==> src/rtl/binary_xnor_linear_pkg.sv <==
// ----------------------------------------------------------------------------
// binary_layer_pkg
// Shared types and helpers for the binarised XNOR dense layer.
//   state_t      : token sequencing FSM states
//   beat_tag_t   : side-band tag travelling with a beat into the accumulate stage
//   acc_w/addr_w : width derivations used by ports and datapath
//   popcount     : population count of a (zero-extended) bit vector
// ----------------------------------------------------------------------------
package binary_layer_pkg;

   typedef enum logic [1:0] {
      ACCUM = 2'd0,
      DRAIN = 2'd1,
      EMIT  = 2'd2,
      DONE  = 2'd3
   } state_t;

   // first: load the accumulator instead of adding; last: closes the token
   typedef struct packed {
      logic first;
      logic last;
   } beat_tag_t;

   // Widest beat that popcount() accepts; narrower beats are zero-extended.
   localparam int POP_MAX = 256;

   // $clog2 that never returns 0, so single-entry ranges still get a 1-bit field
   function automatic int clog2_min1(input int v);
      return (v <= 1) ? 1 : $clog2(v);
   endfunction

   // Unsigned width able to hold a count 0..n
   function automatic int acc_w(input int n);
      return $clog2(n + 1);
   endfunction

   function automatic int addr_w(input int blocks, input int beats);
      return clog2_min1(blocks * beats);
   endfunction

   function automatic int unsigned popcount(input logic [POP_MAX-1:0] v);
      int unsigned s;
      s = 0;
      for (int i = 0; i < POP_MAX; i++) s += 32'(v[i]);
      return s;
   endfunction

endpackage

==> src/rtl/binary_xnor_linear_if.sv <==
// ----------------------------------------------------------------------------
// binary_xnor_linear_if
// Data-side bundle of the XNOR layer: input beat stream, weight ROM port and
// output token stream.
//   slave  : the layer (consumes beats/ROM data, produces tokens)
//   master : the surrounding logic (beat source, ROM, token sink)
// ----------------------------------------------------------------------------
interface binary_xnor_linear_if #(
   parameter int BEAT_W     = 16,
   parameter int IN_BEATS   = 4,
   parameter int OUT_CH     = 64,
   parameter int NUM_BLOCKS = 4
);
   localparam int ADDR_W = binary_layer_pkg::addr_w(NUM_BLOCKS, IN_BEATS);

   logic [BEAT_W-1:0]        in_data;
   logic                     in_valid;
   logic                     in_ready;
   logic                     w_rd_en;
   logic [ADDR_W-1:0]        w_addr;
   logic [OUT_CH*BEAT_W-1:0] w_data;
   logic [OUT_CH-1:0]        out_data;
   logic                     out_valid;
   logic                     out_ready;

   modport slave (
      input  in_data, in_valid, w_data, out_ready,
      output in_ready, w_rd_en, w_addr, out_data, out_valid
   );

   modport master (
      output in_data, in_valid, w_data, out_ready,
      input  in_ready, w_rd_en, w_addr, out_data, out_valid
   );

endinterface

==> src/rtl/binary_xnor_linear_xnor_popcount.sv <==
// ----------------------------------------------------------------------------
// xnor_popcount
// One output channel's share of a beat: counts the bit positions where the
// weight slice and the input beat agree.
//   w   : BEAT_W weight bits for this channel
//   x   : BEAT_W input bits
//   cnt : number of matching positions, 0..BEAT_W
// Purely combinational.
// ----------------------------------------------------------------------------
module xnor_popcount
   import binary_layer_pkg::*;
#(
   parameter int BEAT_W = 16,
   parameter int CNT_W  = acc_w(BEAT_W)
) (
   input  logic [BEAT_W-1:0] w,
   input  logic [BEAT_W-1:0] x,
   output logic [CNT_W-1:0]  cnt
);

   logic [BEAT_W-1:0] match;

   assign match = ~(w ^ x);
   assign cnt   = CNT_W'(popcount(POP_MAX'(match)));

endmodule

==> src/rtl/binary_xnor_linear.sv <==
// ----------------------------------------------------------------------------
// binary_xnor_linear
// Binarised dense layer: each output bit c is
//   ((2*matches(x, W[c]) - N) > THRESH),  N = BEAT_W*IN_BEATS
// with x arriving as IN_BEATS beats per token and W read from an external ROM
// one beat-row at a time. After NUM_TOKENS output handshakes done sticks high.
// Ports:
//   clk, rst   : clock, synchronous active-high reset
//   clear      : synchronous sequence restart (same effect as rst)
//   block_sel  : weight block, captured on the first beat of a token
//   done       : sticky end-of-sequence flag
//   bus        : beat input, weight ROM port, token output (slave view)
// Timing: last-beat accept in cycle t, out_valid high from cycle t+2.
// ----------------------------------------------------------------------------
module binary_xnor_linear
   import binary_layer_pkg::*;
#(
   parameter int BEAT_W     = 16,
   parameter int IN_BEATS   = 4,
   parameter int OUT_CH     = 64,
   parameter int NUM_BLOCKS = 4,
   parameter int NUM_TOKENS = 30,
   parameter int THRESH     = 0,
   localparam int SEL_W     = clog2_min1(NUM_BLOCKS)
) (
   input  logic             clk,
   input  logic             rst,
   input  logic             clear,
   input  logic [SEL_W-1:0] block_sel,
   output logic             done,
   binary_xnor_linear_if.slave bus
);

   localparam int N      = BEAT_W * IN_BEATS;
   localparam int ACC_W  = acc_w(N);
   localparam int CNT_W  = acc_w(BEAT_W);
   localparam int CMP_W  = ACC_W + 2;
   localparam int ADDR_W = addr_w(NUM_BLOCKS, IN_BEATS);
   localparam int BI_W   = clog2_min1(IN_BEATS);
   localparam int TOK_W  = acc_w(NUM_TOKENS);

   state_t                        state;
   logic [BI_W-1:0]               beat_idx;
   logic [SEL_W-1:0]              sel_q;
   logic [SEL_W-1:0]              sel_eff;
   logic [BEAT_W-1:0]             x_q;
   beat_tag_t                     tag_q;
   logic                          acc_vld_q;
   logic [TOK_W-1:0]              tok_cnt;
   logic                          accept;
   logic                          first_beat;
   logic                          last_beat;

   logic [OUT_CH-1:0][CNT_W-1:0]  pc;
   logic [OUT_CH-1:0][ACC_W-1:0]  acc;
   logic [OUT_CH-1:0][ACC_W-1:0]  acc_nxt;
   logic [OUT_CH-1:0]             bit_nxt;

   // ------------------------------------------------------------------
   // Beat acceptance and ROM addressing
   // ------------------------------------------------------------------
   // Gated by rst/clear so no beat is taken in a cycle that is restarting
   // the sequence, and so the port opens the first cycle those drop.
   assign bus.in_ready = (state == ACCUM) && !rst && !clear;
   assign accept       = bus.in_valid && bus.in_ready;

   assign first_beat   = (beat_idx == '0);
   assign last_beat    = (beat_idx == BI_W'(IN_BEATS - 1));

   // Beat 0 addresses with the live block_sel (the same value lands in
   // sel_q); later beats use the captured copy so mid-token changes are ignored.
   assign sel_eff      = first_beat ? block_sel : sel_q;
   assign bus.w_rd_en  = accept;
   assign bus.w_addr   = ADDR_W'(32'(sel_eff) * IN_BEATS + 32'(beat_idx));

   // ------------------------------------------------------------------
   // Per-channel match counters on the ROM row returned this cycle
   // ------------------------------------------------------------------
   for (genvar c = 0; c < OUT_CH; c++) begin : g_ch
      xnor_popcount #(
         .BEAT_W (BEAT_W),
         .CNT_W  (CNT_W)
      ) u_pc (
         .w   (bus.w_data[c*BEAT_W +: BEAT_W]),
         .x   (x_q),
         .cnt (pc[c])
      );
   end

   always_comb begin
      logic signed [CMP_W-1:0] diff;
      diff    = '0;
      acc_nxt = '0;
      bit_nxt = '0;
      for (int c = 0; c < OUT_CH; c++) begin
         acc_nxt[c] = tag_q.first ? ACC_W'(pc[c]) : acc[c] + ACC_W'(pc[c]);
         // {0,acc,0} is 2*acc, zero-extended to keep it non-negative
         diff       = $signed({1'b0, acc_nxt[c], 1'b0}) - $signed(CMP_W'(N));
         bit_nxt[c] = (diff > $signed(CMP_W'(THRESH)));
      end
   end

   // ------------------------------------------------------------------
   // Sequencing
   // ------------------------------------------------------------------
   always_ff @(posedge clk) begin
      if (rst || clear) begin
         state         <= ACCUM;
         beat_idx      <= '0;
         sel_q         <= '0;
         x_q           <= '0;
         tag_q         <= '0;
         acc_vld_q     <= 1'b0;
         acc           <= '0;
         tok_cnt       <= '0;
         bus.out_data  <= '0;
         bus.out_valid <= 1'b0;
         done          <= 1'b0;
      end else begin
         // ROM data for an accepted beat shows up one cycle later; x_q and
         // tag_q are held alongside so the pair meets at the counters.
         acc_vld_q <= accept;
         if (accept) begin
            x_q   <= bus.in_data;
            tag_q <= '{first: first_beat, last: last_beat};
            if (first_beat) sel_q <= block_sel;
         end
         if (acc_vld_q) acc <= acc_nxt;

         case (state)
            ACCUM: begin
               if (accept) begin
                  if (last_beat) begin
                     beat_idx <= '0;
                     state    <= DRAIN;
                  end else begin
                     beat_idx <= beat_idx + 1'b1;
                  end
               end
            end
            DRAIN: begin
               // The last beat's row is on w_data now; binarise straight
               // from the final sum rather than waiting for acc.
               if (acc_vld_q && tag_q.last) begin
                  bus.out_data  <= bit_nxt;
                  bus.out_valid <= 1'b1;
                  state         <= EMIT;
               end
            end
            EMIT: begin
               if (bus.out_ready) begin
                  bus.out_valid <= 1'b0;
                  tok_cnt       <= tok_cnt + 1'b1;
                  if (tok_cnt == TOK_W'(NUM_TOKENS - 1)) begin
                     done  <= 1'b1;
                     state <= DONE;
                  end else begin
                     state <= ACCUM;
                  end
               end
            end
            DONE: begin
               // parked until rst/clear
            end
            default: state <= ACCUM;
         endcase
      end
   end

endmodule

==> src/flat_wrapper.sv <==
// flat-port wrapper written by rule: the top's interface ports become plain ports
module binary_xnor_linear_flat import binary_layer_pkg::*;
#(
   parameter int BEAT_W     = 16,
   parameter int IN_BEATS   = 4,
   parameter int OUT_CH     = 64,
   parameter int NUM_BLOCKS = 4,
   parameter int NUM_TOKENS = 30,
   parameter int THRESH     = 0,
   localparam int SEL_W     = clog2_min1(NUM_BLOCKS)
)
  (clk, rst, clear, block_sel, done, bus_in_data, bus_in_valid, bus_w_data, bus_out_ready, bus_in_ready, bus_w_rd_en, bus_w_addr, bus_out_data, bus_out_valid);
  binary_xnor_linear_if #(.BEAT_W(BEAT_W), .IN_BEATS(IN_BEATS), .OUT_CH(OUT_CH), .NUM_BLOCKS(NUM_BLOCKS)) bus_i ();
  input  logic clk;
  input  logic rst;
  input  logic clear;
  input  logic [SEL_W-1:0] block_sel;
  output logic done;
  input wire logic [$bits(bus_i.in_data)-1:0] bus_in_data;
  input wire logic [$bits(bus_i.in_valid)-1:0] bus_in_valid;
  input wire logic [$bits(bus_i.w_data)-1:0] bus_w_data;
  input wire logic [$bits(bus_i.out_ready)-1:0] bus_out_ready;
  output wire logic [$bits(bus_i.in_ready)-1:0] bus_in_ready;
  output wire logic [$bits(bus_i.w_rd_en)-1:0] bus_w_rd_en;
  output wire logic [$bits(bus_i.w_addr)-1:0] bus_w_addr;
  output wire logic [$bits(bus_i.out_data)-1:0] bus_out_data;
  output wire logic [$bits(bus_i.out_valid)-1:0] bus_out_valid;
  assign bus_i.in_data = bus_in_data;
  assign bus_i.in_valid = bus_in_valid;
  assign bus_i.w_data = bus_w_data;
  assign bus_i.out_ready = bus_out_ready;
  assign bus_in_ready = bus_i.in_ready;
  assign bus_w_rd_en = bus_i.w_rd_en;
  assign bus_w_addr = bus_i.w_addr;
  assign bus_out_data = bus_i.out_data;
  assign bus_out_valid = bus_i.out_valid;
  binary_xnor_linear #(.BEAT_W(BEAT_W), .IN_BEATS(IN_BEATS), .OUT_CH(OUT_CH), .NUM_BLOCKS(NUM_BLOCKS), .NUM_TOKENS(NUM_TOKENS), .THRESH(THRESH)) u_core (.clk(clk), .rst(rst), .clear(clear), .block_sel(block_sel), .done(done), .bus(bus_i));
endmodule
==> config.mk <==
export PLATFORM = sky130hd
export DESIGN_NAME = binary_xnor_linear_flat
export DESIGN_NICKNAME = d
export VERILOG_FILES = /design/src/rtl/binary_xnor_linear_pkg.sv /design/src/rtl/binary_xnor_linear_if.sv /design/src/rtl/binary_xnor_linear_xnor_popcount.sv /design/src/rtl/binary_xnor_linear.sv /design/src/flat_wrapper.sv
export SDC_FILE = /design/constraint.sdc
export NUM_CORES = 2
export LEC_CHECK = 0
export CAP_MARGIN = 20
export CORE_ASPECT_RATIO = 0.7
export CORE_MARGIN = 5
export CORE_UTILIZATION = 45
export CTS_BUF_LIST = sky130_fd_sc_hd__clkbuf_4
export CTS_CLUSTER_SIZE = 8
export DETAILED_ROUTE_END_ITERATION = 12
export GPL_TIMING_DRIVEN = 0
export PLACE_DENSITY = 0.69
export SYNTH_ARGS = -nofsm -noshare
export SYNTH_HDL_FRONTEND = slang
export SYNTH_SLANG_ARGS = --single-unit
==> constraint.sdc <==
create_clock -name clk -period 15.9 [get_ports clk]
set_input_delay 2.385 -clock clk [delete_from_list [all_inputs] [get_ports clk]]
set_output_delay 2.385 -clock clk [all_outputs]
set_load 0.005 [all_outputs]
==> metrics.txt <==
Fin Clk Skew just over 0.09 ns; number of buffers added on ports around 1.1k; CP required ~17 ns; Final Cycle Share 53.50%; vias 70.67k; pre-CTS setup slack about 6.6 ns; synthesized cell area 71,930 sq um; initial antenna violation count 41; top cells by area, synth fa_1, dfxtp_1, ha_1; syn avg cell area 8.791 sq um; RSZ-0062 raised after global routing false; first-pass GRT wire length 514.9 mm; final setup fails 0; synth cell count leaders xnor2_1, inv_1, ha_1; DIE AREA 168,100 sq um; ys flop type dfxtp_1; Sum Neg Setup Slack 0 ns; RD Place Congestion 1.038; core area 158,400 sq um; initial core utilization 45.40%; H-tree Lvls 4; Clock Path Buffers 3; Overall Power 0.01638 W; critical path cell sequence clkbuf_2, buf_2, xnor2_1, fa_1, inv_1, fa_1, fa_1, inv_1, fa_1, ha_1, fa_1, xor2_1, ha_1, a21oi_1, a21boi_0, o21ai_0, nand2b_1, xnor2_1, or2_2, ha_1, nand2_1, nor2_1, nand4_1, o311a_1; WL final 381.6 mm; Clk pin slew, worst setup/hold paths 0.07 ns; hpwl dp 300.2 mm; hold buffers post-CTS 0; Synth Instances 8,183; relative slew slack 8.768%; FF-to-FF End u_core.bus.out_data[0]$_SDFFE_PP0P_; total of max-cap violations 0; postcts setup bufs 0; Crit path arrival time 9.56 ns; vias in the first global route 68.63k; Hold WS 0.4644 ns; CTS tree yes; initial DRC count 8,253; Post-DRT Antenna Nets 0; Reg-to-Reg Start u_core.x_q[3]$_SDFFE_PP0P_; Final #Nets 12.00k; post-route DRC violation count 0; top-count cell post-synth xnor2_1; min cycle time layout 8.506 ns; Util after Layout between 50% and 60%; fmax between 0.1 and 0.15 GHz; share of layout cells above drive strength 1 5.417%; Critical Path Slowest Stage Cell buf_2; largest net degree at the start of global routing 17; worst-margin pin slew approximately 1.4 ns; DRT Pass-1 Iters 7; DR WL/cell 32.46 microns; total CTS buffers 154; synth unique cells 49; Syn-to-layout area delta 23.53%; max incr delay on CP 1.00 ns; All-Layer GR Usage 43.91%; Synth area leader fa_1; flop2flop setup slack 7.39 ns; fin. max-slew vios 0; synthesis warning total 0; Most Frequent Cell on Critical Path fa_1; flops & latches, synth 544; Die Ht ~340 microns; CP endpoint u_core.bus.out_data[0]$_SDFFE_PP0P_; Skew-Pair Late Insertion Delay 1.18 ns; worst setup path start u_core.x_q[3]$_SDFFE_PP0P_; outcome finished, final reports clean; Root Buffer clkbuf_4; CP Class reg -> reg; Rows 122; power density cells 184.4 nW/um^2; Overflow after GRT 0; syn nets between 10k and 15k; Lkg Pwr 37.42 nW; Ports around 1.1k; Vias/cell about 6; critical path fanouts, max 10; CTS-repair resized insts 0; Yosys top cell area share 19.59%; Die X-Extent 487.9 microns; Fin. Hold Viols 0; Worst setup EP type flop; R2R depth 24; async set-reset flop share out of synthesis 0%; final setup margin around 7.4 ns; startpoint types flop; register area share after synthesis between 15 and 20%; Post-synth EDFFs 0; peak supply drop about 0.12 mV; HP Class reg -> reg; clk sink count 544
## how the worst min path moves through the flow
| stage | from | end | cells past startpoint |
|---|---|---|---|
| 6_report | u_core.sel_q[0]$_SDFFE_PP0P_ | u_core.sel_q[0]$_SDFFE_PP0P_ | 2 |
| 3_3_place_gp | u_core.sel_q[0]$_SDFFE_PP0P_ | u_core.sel_q[0]$_SDFFE_PP0P_ | 2 |
| 4_1_cts | u_core.sel_q[0]$_SDFFE_PP0P_ | u_core.sel_q[0]$_SDFFE_PP0P_ | 2 |
| 3_5_place_dp | u_core.sel_q[0]$_SDFFE_PP0P_ | u_core.sel_q[0]$_SDFFE_PP0P_ | 2 |
| 2_1_floorplan | u_core.sel_q[0]$_SDFFE_PP0P_ | u_core.sel_q[0]$_SDFFE_PP0P_ | 2 |
| 5_1_grt | u_core.sel_q[1]$_SDFFE_PP0P_ | u_core.sel_q[1]$_SDFFE_PP0P_ | 2 |
## where the power goes
group,switching (W),internal (W)
sequential,0.0000318,0.00140
combinational,0.00800,0.00547
clock,0.000740,0.000736
total,0.00877,0.00761
## placed cells by master, fill, tap and decap left out, types with 455 or more instances in the layout
| cell | netlist | routed |
|---|---|---|
| xor2_1 | 473 | 473 |
| dfxtp_1 | 544 | 544 |
| clkdlybuf4s50_1 | 0 | 1118 |
| inv_1 | 782 | 782 |
| fa_1 | 704 | 704 |
| nand2_1 | 468 | 468 |
| o21ai_0 | 455 | 455 |
| xnor2_1 | 830 | 830 |
| nor2_1 | 636 | 636 |
| ha_1 | 736 | 736 |
## cell families after synthesis
kind of cell / after synthesis / synth area share [%]
multiplexers: 147 / 2.054
adder cells (fa/ha/maj): 1440 / 32.39
flip-flops: 544 / 15.14
AND/OR/NAND/NOR: 1811 / 11.97
buffers and inverters: 1176 / 6.430
XOR/XNOR: 1303 / 15.86
AO/OA/AOI/OAI: 1762 / 16.14
## registers in the layout (all words and copies together) (netlist names)
| signal | flops |
|---|---|
| u_core.acc | 448 |
| u_core.acc_vld_q | 1 |
| u_core.beat_idx | 2 |
| u_core.bus.out_data | 64 |
| u_core.bus.out_valid | 1 |
| u_core.done | 1 |
| u_core.sel_q | 2 |
| u_core.state | 2 |
| u_core.tag_q | 2 |
| u_core.tok_cnt | 5 |
| u_core.x_q | 16 |
## cell type report
type                    count  area, sq um
well taps                2108         2638
clock inverters            40        321.6
inverters                 785         2947
fillers                 14360        69590
flip-flops and latches    544        10890
diodes                     33        82.58
clock buffers             223         1674
repair buffers           1171        12170
plain buffers             391         1719
multi-input cells        6463        56420
## critical path: cells and delay by family, from the launching register on
kind            cells  cell delay (ns)
fa+ha+maj           8             3.69
buf+inv             4             1.90
xor+xnor            3             0.92
compound gates      4             0.82
simple gates        5             0.69
flops               1             0.34
## routing by layer
| layer | track usage, % | vias up | part of all wire [%] | wire length, microns |
|---|---|---|---|---|
| li1 | - | 30400 | - | - |
| met1 | 55.34 | 34660 | 39 | 148000 |
| met2 | 59.64 | 4623 | 39 | 148400 |
| met3 | 18.81 | 944 | 14 | 52280 |
| met4 | 31.06 | 32 | 8.3 | 31780 |
| met5 | 2.671 | - | 0.31 | 1178 |
## metrics by stage
| step | instances | cell area, sq um |
|---|---|---|
| global route | 11740 | 88810 |
| global placement | 11410 | 85760 |
| floorplan | 8183 | 71930 |
| detailed placement | 11450 | 86580 |
| CTS | 11710 | 88580 |
| finish | 11760 | 88860 |
Power figures use the tool's default switching activity.
